--- src/rtl/carry_stage_counter_if.sv ---
// rtl/carry_stage_counter_if.sv - control and status bundle for the carry-driven second counter stage

interface carry_stage_counter_if #(
    parameter int WIDTH = 4
) ();
    logic             clr;
    logic             start;
    logic             oneshot;
    logic             cin;
    logic             load;
    logic [WIDTH-1:0] load_val;
    logic [WIDTH-1:0] count;
    logic             cout;
    logic             busy;
    logic             done;
    logic             ovf;

    modport master (
        output clr, start, oneshot, cin, load, load_val,
        input  count, cout, busy, done, ovf
    );

    modport slave (
        input  clr, start, oneshot, cin, load, load_val,
        output count, cout, busy, done, ovf
    );
endinterface

--- src/rtl/carry_stage_counter.sv ---
// rtl/carry_stage_counter.sv - modulo-MOD counter advancing once per upstream carry, with IDLE/RUN/DONE control

module carry_stage_counter #(
    parameter int WIDTH = 4,
    parameter int MOD   = 10
) (
    input  logic                   clk,
    input  logic                   rst_n,
    carry_stage_counter_if.slave   bus
);
    typedef enum logic [1:0] {
        ST_IDLE = 2'd0,
        ST_RUN  = 2'd1,
        ST_DONE = 2'd2
    } state_t;

    localparam logic [WIDTH-1:0] MAX_CNT = WIDTH'(MOD - 1);

    state_t           state_q, state_d;
    logic [WIDTH-1:0] count_q, count_d;
    logic             ovf_q, ovf_d;
    logic             at_max;
    logic [WIDTH-1:0] load_clamped;

    assign at_max       = (count_q == MAX_CNT);
    assign load_clamped = (bus.load_val > MAX_CNT) ? MAX_CNT : bus.load_val;

    always_ff @(posedge clk or negedge rst_n) begin
        if (!rst_n) begin
            state_q <= ST_IDLE;
            count_q <= '0;
            ovf_q   <= 1'b0;
        end else begin
            state_q <= state_d;
            count_q <= count_d;
            ovf_q   <= ovf_d;
        end
    end

    always_comb begin
        state_d = state_q;
        count_d = count_q;
        ovf_d   = ovf_q;
        if (bus.clr) begin
            state_d = ST_IDLE;
            count_d = '0;
            ovf_d   = 1'b0;
        end else if (bus.load) begin
            // A load swallows that cycle's carry but a concurrent start still launches the run.
            count_d = load_clamped;
            if (bus.start && (state_q != ST_RUN)) begin
                state_d = ST_RUN;
                ovf_d   = 1'b0;
            end
        end else begin
            case (state_q)
                ST_IDLE: begin
                    if (bus.start) begin
                        state_d = ST_RUN;
                    end
                end
                ST_RUN: begin
                    if (bus.cin) begin
                        if (at_max) begin
                            count_d = '0;
                            if (bus.oneshot) begin
                                state_d = ST_DONE;
                            end
                        end else begin
                            count_d = count_q + WIDTH'(1);
                        end
                    end
                end
                ST_DONE: begin
                    // Restart wins over a coincident carry, which is neither counted nor flagged.
                    if (bus.start) begin
                        state_d = ST_RUN;
                        ovf_d   = 1'b0;
                    end else if (bus.cin) begin
                        ovf_d = 1'b1;
                    end
                end
                default: begin
                    state_d = ST_IDLE;
                    count_d = '0;
                    ovf_d   = 1'b0;
                end
            endcase
        end
    end

    // Unregistered so a cascaded stage on the same clock counts in this very cycle.
    assign bus.cout  = (state_q == ST_RUN) & bus.cin & at_max & ~bus.load & ~bus.clr;
    assign bus.count = count_q;
    assign bus.busy  = (state_q == ST_RUN);
    assign bus.done  = (state_q == ST_DONE);
    assign bus.ovf   = ovf_q;
endmodule

--- src/flat_wrapper.sv ---
// flat-port wrapper written by rule: the top's interface ports become plain ports
module carry_stage_counter_flat 
#(
    parameter int WIDTH = 4,
    parameter int MOD   = 10
)
  (clk, rst_n, bus_clr, bus_start, bus_oneshot, bus_cin, bus_load, bus_load_val, bus_count, bus_cout, bus_busy, bus_done, bus_ovf);
  carry_stage_counter_if #(.WIDTH(WIDTH)) bus_i ();
  input  logic clk;
  input  logic rst_n;
  input wire logic [$bits(bus_i.clr)-1:0] bus_clr;
  input wire logic [$bits(bus_i.start)-1:0] bus_start;
  input wire logic [$bits(bus_i.oneshot)-1:0] bus_oneshot;
  input wire logic [$bits(bus_i.cin)-1:0] bus_cin;
  input wire logic [$bits(bus_i.load)-1:0] bus_load;
  input wire logic [$bits(bus_i.load_val)-1:0] bus_load_val;
  output wire logic [$bits(bus_i.count)-1:0] bus_count;
  output wire logic [$bits(bus_i.cout)-1:0] bus_cout;
  output wire logic [$bits(bus_i.busy)-1:0] bus_busy;
  output wire logic [$bits(bus_i.done)-1:0] bus_done;
  output wire logic [$bits(bus_i.ovf)-1:0] bus_ovf;
  assign bus_i.clr = bus_clr;
  assign bus_i.start = bus_start;
  assign bus_i.oneshot = bus_oneshot;
  assign bus_i.cin = bus_cin;
  assign bus_i.load = bus_load;
  assign bus_i.load_val = bus_load_val;
  assign bus_count = bus_i.count;
  assign bus_cout = bus_i.cout;
  assign bus_busy = bus_i.busy;
  assign bus_done = bus_i.done;
  assign bus_ovf = bus_i.ovf;
  carry_stage_counter #(.WIDTH(WIDTH), .MOD(MOD)) u_core (.clk(clk), .rst_n(rst_n), .bus(bus_i));
endmodule
--- config.mk ---
export PLATFORM = sky130hd
export DESIGN_NAME = carry_stage_counter_flat
export DESIGN_NICKNAME = d
export VERILOG_FILES = /design/src/rtl/carry_stage_counter_if.sv /design/src/rtl/carry_stage_counter.sv /design/src/flat_wrapper.sv
export SDC_FILE = /design/constraint.sdc
export NUM_CORES = 1
export LEC_CHECK = 0
export BUFFER_PORTS_ARGS = -buffer_cell sky130_fd_sc_hd__buf_4
export CORE_AREA = 2 2 39 41
export CTS_BUF_LIST = sky130_fd_sc_hd__clkbuf_8
export DETAILED_ROUTE_END_ITERATION = 16
export DIE_AREA = 0 0 41 43
export GPL_TIMING_DRIVEN = 0
export PLACE_DENSITY = 0.74
export SLEW_MARGIN = 40
export SYNTH_ARGS = -nofsm -noshare
export SYNTH_HDL_FRONTEND = slang
export SYNTH_SLANG_ARGS = --single-unit
--- constraint.sdc ---
create_clock -name clk -period 2.02 [get_ports clk]
set_clock_uncertainty 0.15 [all_clocks]
set_input_delay 0.202 -clock clk [delete_from_list [all_inputs] [get_ports clk]]
set_output_delay 0.202 -clock clk [all_outputs]
set_load 0.01 [all_outputs]
==> summary.txt <==
Cells and area
  – Highest-count cells in the layout ignoring fill and taps: 17 x buf_4, 7 x dfrtp_1, 5 x nand3b_1, 4 x inv_1
  – Ant. Diodes: 0
  – Final nets: 97
  – Post-route insts no fill: 99
  – # fillers: ~140
  – Post-layout util: a little over half
  – Commonest non-fill, non-tap cell in the layout: buf_4
  – Area delta synth->final: 37.4%
  – Layout cells sized above 1: slightly below 30%

Synthesis
  – Simple-gate share of the synthesized area: 37.0%
  – Mapped Area: 542 µm²
  – EDFF count, synth: 0
  – Syn Inst Count: roughly 60
  – Post-synthesis xor/xnor area fraction: 0%
  – Adder-cell share of the synthesized area: 4.62%
  – Synthesized flop and latch total: 7
  – Synth top area cells: dfrtp_1 32%, nand3b_1 6.9%, ha_1 4.6%, nand2b_1 3.5%, a311oi_1 3.2%
  – Post-synth ARST share: 100%
  – Primary FF master, synth: dfrtp_1
  – Yosys Warn Count: 0
  – Complex-gate fraction of the synthesized area: around 21%
  – Mapped Avg Cell Area: 8.88 µm²
  – Proportion of synthesized area in mux cells: 0%
  – Top-area cell type share of the netlist area: about 32%
  – Largest family of logic cells by synthesized area: simple AND/OR/NAND/NOR gates
  – Register area share after synthesis: 32.3%
  – Net Count, Synth: 74
  – Synth unique cells: 35
  – Cell taking the most area after synthesis: dfrtp_1

Global routing
  – Vias in the first global route: ~480
  – GRT overflow: 0
  – Initial antenna violation count: 0
  – Largest net degree at the start of global routing: 11
  – First-pass GRT wire length: 2060 µm
  – Total Routing Usage GR: between 10% and 20%

Timing
  – Setup TNS Final: 0 ns
  – Hold Fails Final Rpt: 0
  – Min cycle time layout: 1.82 ns
  – RSZ-0062 raised after global routing: no
  – Max Freq: 550 MHz
  – Worst Max-Slew Pin Slew: 0.415 ns
  – Final Cycle Share: 90.0%
  – Final hold slack: 0.120 ns
  – Slew HR: a little under three quarters
  – # setup viols final: 0
  – Max-slew violation count: 0

Floorplanning
  – # rows: 14
  – Chip height: 43 µm
  – Die W: between 40 and 50 µm
  – Io pins: 19
  – Die ar.: 1760 µm²
  – Core box area: 1380 µm²
  – Starting Density: about two fifths

Min path
  – HP Class: primary input to register
  – Hold Path Origin: bus_start

Critical path
  – RR Startpoint: u_core.bus.count[1]
  – Crit end category: output port
  – WS Path Type: register to output port
  – WP data arrival: 1.47 ns
  – CP required: 1.67 ns
  – CP Max Fanout: 9
  – Crit path launch: u_core.state_q[1]
  – Crit path launch type: register

CTS
  – Later-pin clock latency in the skew report: between 0.2 and 0.25 ns
  – Reg clk slew, reported paths: about 0.040 ns
  – Total setup buffers inserted after CTS: 0
  – Clock Path Buffers: 2
  – Htree depth: 1
  – # clock sinks: 7
  – Root Driver: clkbuf_8
  – TritonCTS Buffers: 3
  – CTS tree: done

Detailed routing
  – Remaining routing DRC violations: 0
  – Via Count: 566
  – DR vias/cell: ~5.7
  – Total iterations of the first detailed-routing run: 4
  – Final ANT Viol Nets: 0
  – Initial DRC count: 10
  – Drt total wl: between 1000 and 1500 µm
  – Routed len/inst: 13.3 µm

Power
  – Lkg Pwr: 0.000326 µW
  – Design Power: 432 µW
  – Worst vdd ir: 0.629 mV
  – Pwr per Cell Area: roughly 580 nW/µm²

Placement
  – Final Wtd Congestion: about 0.83
  – I/O Buffers: 17
  – Dpl cells: 94
  – DP Wirelength: about 1000 µm

Status
  – Outcome: completed

Run
  – Max cap viols: 0
final timing paths:
check | to | slack, ns | cells after the start
setup / recovery | bus_cout | 0.20 | 4
hold / removal | u_core.state_q[1] | 0.12 | 3
setup reg to reg | u_core.state_q[1] | 0.29 | 5
hold reg to reg | u_core.bus.ovf | 0.48 | 2
max in group asynchronous | u_core.bus.count[0] | 1.41 | 2
min in group asynchronous | u_core.state_q[1] | 0.19 | 2
flip-flops by register name, indices dropped and copies added, names as in the netlist:
register	count
u_core.state_q	2
u_core.bus.ovf	1
u_core.bus.count	4
cells by family after synthesis:
kind of cell | Yosys count
AND/OR/NAND/NOR | 30
buffers and inverters | 6
AO/OA/AOI/OAI | 16
flip-flops | 7
adder cells (fa/ha/maj) | 2
per-layer routing:
| layer | vias to the layer above | routed length [µm] | global-route usage (%) | share of wire (%) |
|---|---|---|---|---|
| li1 | 279 | - | - | - |
| met1 | 267 | 571 | 23.8 | 43 |
| met2 | 20 | 639 | 24.7 | 48 |
| met3 | 0 | 107 | 9.42 | 8.1 |
| met4 | 0 | 0 | 3.33 | 0 |
| met5 | - | 0 | 0 | 0 |
cell type report:
| cell class | instances | area [µm²] | area share, % |
|---|---|---|---|
| flip-flops and latches | 7 | 175 | 23.5 |
| clock inverters | 1 | 3.75 | 0.504 |
| clock buffers | 3 | 41.3 | 5.55 |
| plain buffers | 3 | 13.8 | 1.85 |
| well taps | 16 | 20.0 | 2.69 |
| inverters | 3 | 11.3 | 1.51 |
| multi-input cells | 48 | 342 | 45.9 |
| repair buffers | 18 | 138 | 18.5 |
cell usage after synthesis (2+ instances only):
master and instances:
dfrtp_1 7, ha_1 2, nor2_1 3, nor3_1 2
o21a_1 2, nand2b_1 3, buf_2 2, a311oi_1 2
a21oi_1 2, nand2_1 2, nor2b_1 2, inv_1 3
o21ai_0 3, nand3b_1 5
per-stage QoR:
| step | area, µm² | setup WS [ns] |
|---|---|---|
| after floorplan | 542 | 0.402 |
| after global placement | 689 | 0.311 |
| after detailed placement | 689 | 0.295 |
| after CTS | 744 | 0.184 |
| after global routing | 744 | 0.0915 |
| final | 744 | 0.202 |
what timing repair did:
| action | in CTS | in global routing |
|---|---|---|
| hold endpoints to repair | 7 | 0 |
| endpoints found under the setup margin | 0 | 0 |
| hold buffers | 1 | 0 |
| gates resized for setup | 0 | 0 |
report_power, final:
group	switching [µW]	internal [µW]	leakage, µW
registers	12.6	148	0.0000939
clock network	54.7	131	0.0000269
logic	40.8	45.3	0.000205
critical path, cell delays in order, from the launching register on:
cell and delay, ns:
dfrtp_1 0.34, buf_2 0.16, nor3b_2 0.35, nor3b_1 0.24, buf_4 0.15
No activity file was read; power rests on OpenSTA's default activity.
